==> src/rtl/shift_serializer.sv <==
// shift_serializer: parallel-in serial-out transmitter with valid/last framing;
// back-to-back words stream with no idle gap.
module shift_serializer #(
    parameter int WIDTH     = 4,
    parameter bit MSB_FIRST = 1
) (
    input  logic             clk,
    input  logic             reset,
    input  logic [WIDTH-1:0] load_data,
    input  logic             load_valid,
    output logic             load_ready,
    input  logic             hold,
    output logic             out,
    output logic             out_valid,
    output logic             last,
    output logic             busy
);
    localparam int CW   = $clog2(WIDTH);
    localparam int HEAD = MSB_FIRST ? WIDTH - 1 : 0;

    typedef enum logic {IDLE, SHIFT} state_t;

    state_t           state, state_n;
    logic [WIDTH-1:0] sreg, sreg_n, shifted;
    logic [CW-1:0]    cnt, cnt_n;
    logic             out_n, out_valid_n, last_n, accept;

    assign load_ready = reset && (state == IDLE || (last && !hold));
    assign accept     = load_valid && load_ready;
    assign busy       = state == SHIFT;
    // the register always presents the bit currently on out at position HEAD
    assign shifted    = MSB_FIRST ? sreg << 1 : sreg >> 1;

    always_ff @(posedge clk) begin
        if (!reset) begin
            state     <= IDLE;
            sreg      <= '0;
            cnt       <= '0;
            out       <= 1'b0;
            out_valid <= 1'b0;
            last      <= 1'b0;
        end else begin
            state     <= state_n;
            sreg      <= sreg_n;
            cnt       <= cnt_n;
            out       <= out_n;
            out_valid <= out_valid_n;
            last      <= last_n;
        end
    end

    always_comb begin
        state_n     = state;
        sreg_n      = sreg;
        cnt_n       = cnt;
        out_n       = out;
        out_valid_n = out_valid;
        last_n      = last;
        if (accept) begin
            state_n     = SHIFT;
            sreg_n      = load_data;
            cnt_n       = CW'(WIDTH - 1);
            out_n       = load_data[HEAD];
            out_valid_n = 1'b1;
            last_n      = 1'b0;
        end else if (state == SHIFT && !hold) begin
            if (cnt == '0) begin
                state_n     = IDLE;
                sreg_n      = '0;
                out_n       = 1'b0;
                out_valid_n = 1'b0;
                last_n      = 1'b0;
            end else begin
                sreg_n = shifted;
                cnt_n  = cnt - 1'b1;
                out_n  = shifted[HEAD];
                last_n = cnt == CW'(1);
            end
        end
    end
endmodule

==> config.mk <==
export PLATFORM = sky130hd
export DESIGN_NAME = shift_serializer
export DESIGN_NICKNAME = d
export VERILOG_FILES = /design/src/rtl/shift_serializer.sv
export SDC_FILE = /design/constraint.sdc
export NUM_CORES = 1
export LEC_CHECK = 0
export BUFFER_PORTS_ARGS = -buffer_cell sky130_fd_sc_hd__buf_2
export CAP_MARGIN = 20
export CORE_AREA = 3 3 40 42
export DETAILED_ROUTE_END_ITERATION = 12
export DIE_AREA = 0 0 43 45
export GPL_ROUTABILITY_DRIVEN = 0
export GPL_TIMING_DRIVEN = 0
export PLACE_DENSITY_LB_ADDON = 0.12
export SETUP_SLACK_MARGIN = 0.5
export SYNTH_ARGS = -nofsm -noshare
export SYNTH_HDL_FRONTEND = slang
export SYNTH_SLANG_ARGS = --single-unit
export TNS_END_PERCENT = 10
==> constraint.sdc <==
create_clock -name clk -period 1.8 [get_ports clk]
set_clock_uncertainty 0.05 [all_clocks]
set_input_delay 0.27 -clock clk [delete_from_list [all_inputs] [get_ports clk]]
set_output_delay 0.27 -clock clk [all_outputs]
set_load 0.03 [all_outputs]
After elaboration in Yosys (flattened, before gate mapping)

Index checks and enable logic that the tools add are counted.

Bits in registers: 8
Input port bits: 8
Output and inout port bits: 5

Bitwise operators: 2
Equality and inequality tests: 2
$add $sub $neg: 1
Reductions and logical operators: 12
Multiplexer cells: 13

Operators by type and width:

| cell                | count |
|---|---|
| $mux 3              | 3 |
| $mux 1              | 7 |
| $mux 2              | 3 |
| $logic_and 1x1->1   | 4 |
| $reduce_and 2->1    | 2 |
| $reduce_bool 2->1   | 2 |
| $eq 2x1->1 const B  | 1 |
| $logic_not 2->1     | 1 |
| $ne 2x2->1 const B  | 1 |
| $not 1->1           | 2 |
| $reduce_or 2->1     | 1 |
| $sub 2x1->2 const B | 1 |
| $logic_not 1->1     | 1 |
| $logic_or 1x1->1    | 1 |

Longest topological paths before layout

Word-level depth: 7
Mapped depth: 5
Mapped depth without buffers: 5

Least setup slack after synthesis

OpenSTA, ideal clock, no wires.

Path kind: reg2out
From: register last
To: output port load_ready
Stages on the path, launching flop included: 3
Arrival time: 1.170 ns
Setup slack: 0.310 ns
Path buffers: 0
Data required time: 1.480 ns
Path through: dfxtp_1 nand2b_4 a21oi_1

Word-level cells in the longest chain between the ends: 3

RTL lines:

| element                  | line | text |
|---|---|---|
| start: declaration       | 15   | `output logic last,` |
| start signal: assignment | 48   | `last <= last_n;` |
| $logic_and 1x1->1        | 28   | `assign load_ready = reset && (state == IDLE \|\| (last && !hold));` |
| $logic_or 1x1->1         | 28   |  |
| $logic_and 1x1->1        | 28   |  |
| end: declaration         | 11   | `output logic load_ready,` |

Every way passes these cells.

Worst setup path after layout

From: register cnt[0]
To: register cnt[1]

Word-level cells in the longest chain between the ends: 4

RTL lines:

| element                  | line | text |
|---|---|---|
| start: declaration       | 25   | `logic [CW-1:0] cnt, cnt_n;` |
| start signal: assignment | 45   | `cnt <= cnt_n;` |
| $sub 2x1->2              | 75   | `cnt_n = cnt - 1'b1;` |
| $mux 2                   | 67   | `if (cnt == '0) begin` |
| $mux 2                   | 66   | `end else if (state == SHIFT && !hold) begin` |
| $mux 2                   | 59   | `if (accept) begin` |

Parallel ways exist; a longest one is shown, timed or not. The select of a mux whose other input is x is not followed.
A chain may end at the register's enable or synchronous reset.

==> qor.yml <==
synth_mux_area_share_pct: 4.959
io_pins: 13
dr.pass1.iters: 4
area_delta_synth_final_pct: 38.57
io_buffers: 12
worst-path-max-fanout: 5
r2r_end: "cnt[1]"
wl_um: 1005
ys_ff_latch: 8
slew_headroom_pct: 80.45
cp_num_buf_inv: 1
synth_xor_xnor_area_share_pct: 1.928
grt_antenna_before_repair: 0
required_ns: 1.93
crit_family: "flip-flops"
power_density_mw_per_mm2: 764.4
period_minus_slack_ns: 1.301
core_area_mm2: 0.001285
startpoint_type: "register"
synth_area_leaders: "dfxtp_1, a211oi_1, a21oi_1"
finalPower_w: 0.0004811
seqCellArea_um2: 167.7
holdWs_ns: 0.2150
grt_max_degree: 10
synth_area_um2: 454.2
hold_violations: 0
synth_area_leader_cell: "dfxtp_1"
slew_violations: 0
ant_nets: 0
die_width_um: 43
peakVddDrop_v: 0.0003935
worstSetupEndpoint: "cnt[1]"
end_kind: "register"
synthCells: 47
die_h_um: 45
yosysSeqAreaShare_pct: 35.26
fp.dieArea_mm2: 0.001935
cap_violations: 0
wl_per_cell_um: 12.41
drc: 0
synth_top_family_by_area: "compound AO/OA/AOI/OAI gates"
syn_nets: 57
hold_path_depth: 3
overflow: 0
htree_levels: 1
hpwl_um: 718.9
ys_types: 18
cts_tree: "built"
finalSetupTns_ns: 0
clockRootBuffer: "clkbuf_4"
fmaxAchievable_mhz: 768.8
hp-class: "input pin to register"
synth-simple-area-share_pct: 18.73
rows: 13
yosys_warnings: 0
synth_top_area_share_pct: 35.26
worstPathArrival_ns: 1.43
critPathKind: "register to register"
grt_first_pass_wirelength_um: 1656
dr.first_iter.drc_count: 2
r2r_cells: 5
cts.clk_slew.worst_paths_ns: 0.06
r2r-start: "cnt[0]"
n_fill_cell: 122
reg2reg_slack_ns: 0.50
hold_buffers: 0
antenna_cells: 0
cp_cell_sequence: "inv_2 -> ha_4 -> nor3b_4 -> mux2_4 -> a21oi_2"
cts_buffers: 3
clk_latency_ns: 0.25
path_depth: 5
synth_compound_area_share_pct: 24.52
status: "finished, final reports clean"
drive_gt1_share_pct: 53.03
slowest_stage: "dfxtp_2"
rsz0062_at_grt: "yes"
clockBufferDepth: 2
worst_pin_slew_ns: 0.2929
grtUsageTotal_pct: 11.33
period_share_pct: 72.27
startpoint: "cnt[0]"
slowest_delay_ns: 0.34
grt_pass1_vias: 394
detail_route.vias_per_cell: 5.025
final_net_count: 78
vias: 407
synth.avg_cell_area_um2: 9.664
multiInputGateArea_um2: 282.8
start_util_pct: 35.35
leakagePower_nw: 0.2908
setup_viol: 0
clkSinkCount: 8
yosys.area_share.adder_pct: 5.510
-- metrics by stage --
step | util (%) | cells | worst slack (ns) | area, um^2
2_1_floorplan | - | 47 | 0.4922 | 481.7
3_3_place_gp | 43.62 | 74 | 0.4228 | 560.5
3_5_place_dp | 43.62 | 74 | 0.4149 | 560.5
4_1_cts | 48.98 | 81 | 0.4914 | 629.4
5_1_grt | 48.98 | 81 | 0.4402 | 629.4
6_report | 48.98 | 81 | 0.4992 | 629.4
-- placed cells by master (no fill, tap or decap), drive strengths merged --
master,n
xnor2,1
dfxtp,8
buf,18
nand2b,2
a21o,1
nand2,1
o2111ai,1
nor3b,1
a21oi,7
ha,2
inv,6
clkbuf,3
o21ai,3
and4bb,2
a211oi,6
and3,1
nor4bb,1
mux2,2
-- area by class of cell --
cell class | count | share of cell area [%]
Multi-Input combinational cell | 31 | 44.93
Sequential cell | 8 | 26.64
Timing Repair Buffer | 16 | 15.31
Clock buffer | 3 | 3.579
Inverter | 6 | 3.579
Buffer | 2 | 2.982
Tap cell | 15 | 2.982
-- worst min-delay path, delay by kind of cell --
kind / cells / cell delay, ns
buffers and inverters: 1 / 0.09
AO/OA/AOI/OAI: 1 / 0.06
AND/OR/NAND/NOR: 1 / 0.05
-- synthesized netlist by cell type --
cell / count
ha_1: 2
mux2_2: 2
buf_4: 1
a21o_1: 1
nor4bb_1: 1
a211oi_1: 6
xnor2_1: 1
and4bb_1: 2
nor3b_2: 1
dfxtp_1: 8
nand2b_4: 2
buf_6: 1
a21oi_1: 7
o2111ai_1: 1
and3_1: 1
inv_1: 6
o21ai_0: 3
nand2_1: 1
-- registers in the layout, indices dropped and copies added, names as in the netlist --
register,flops
sreg,3
cnt,2
busy,1
last,1
out,1
-- power breakdown --
| group | leakage (nW) | internal, W | switching (W) |
|---|---|---|---|
| Sequential | 0.0678 | 0.000193 | 0.00000842 |
| Combinational | 0.209 | 0.0000665 | 0.0000707 |
| Clock | 0.0138 | 0.0000767 | 0.0000661 |
-- worst min path at each step --
stage,from,end
global placement,sreg[0],sreg[0]
floorplan,reset,sreg[0]
detailed placement,sreg[0],sreg[0]
finish,load_data[0],sreg[0]
global route,load_data[0],sreg[0]
CTS,load_data[0],sreg[0]
-- cell families (layout without fill, tap and decap cells) --
| family | after synthesis | count (layout) |
|---|---|---|
| multiplexers | 2 | 2 |
| AO/OA/AOI/OAI | 18 | 18 |
| adder cells (fa/ha/maj) | 2 | 2 |
| AND/OR/NAND/NOR | 8 | 8 |
| flip-flops | 8 | 8 |
| XOR/XNOR | 1 | 1 |
| buffers and inverters | 8 | 27 |
-- what timing repair did --
item,CTS,global route
gates resized for setup,6,0
setup endpoints to repair,2,4
endpoints found under the hold margin,0,0
setup buffers,4,0
pin swaps,3,0
-- layer usage --
metal	vias to the layer above	wire length (um)	track usage, %
met5	-	0	0
met3	2	58	3.187
li1	213	-	-
met1	183	514	14.49
met4	0	6	5.422
met2	9	426	17.66
Power figures use the tool's default switching activity.
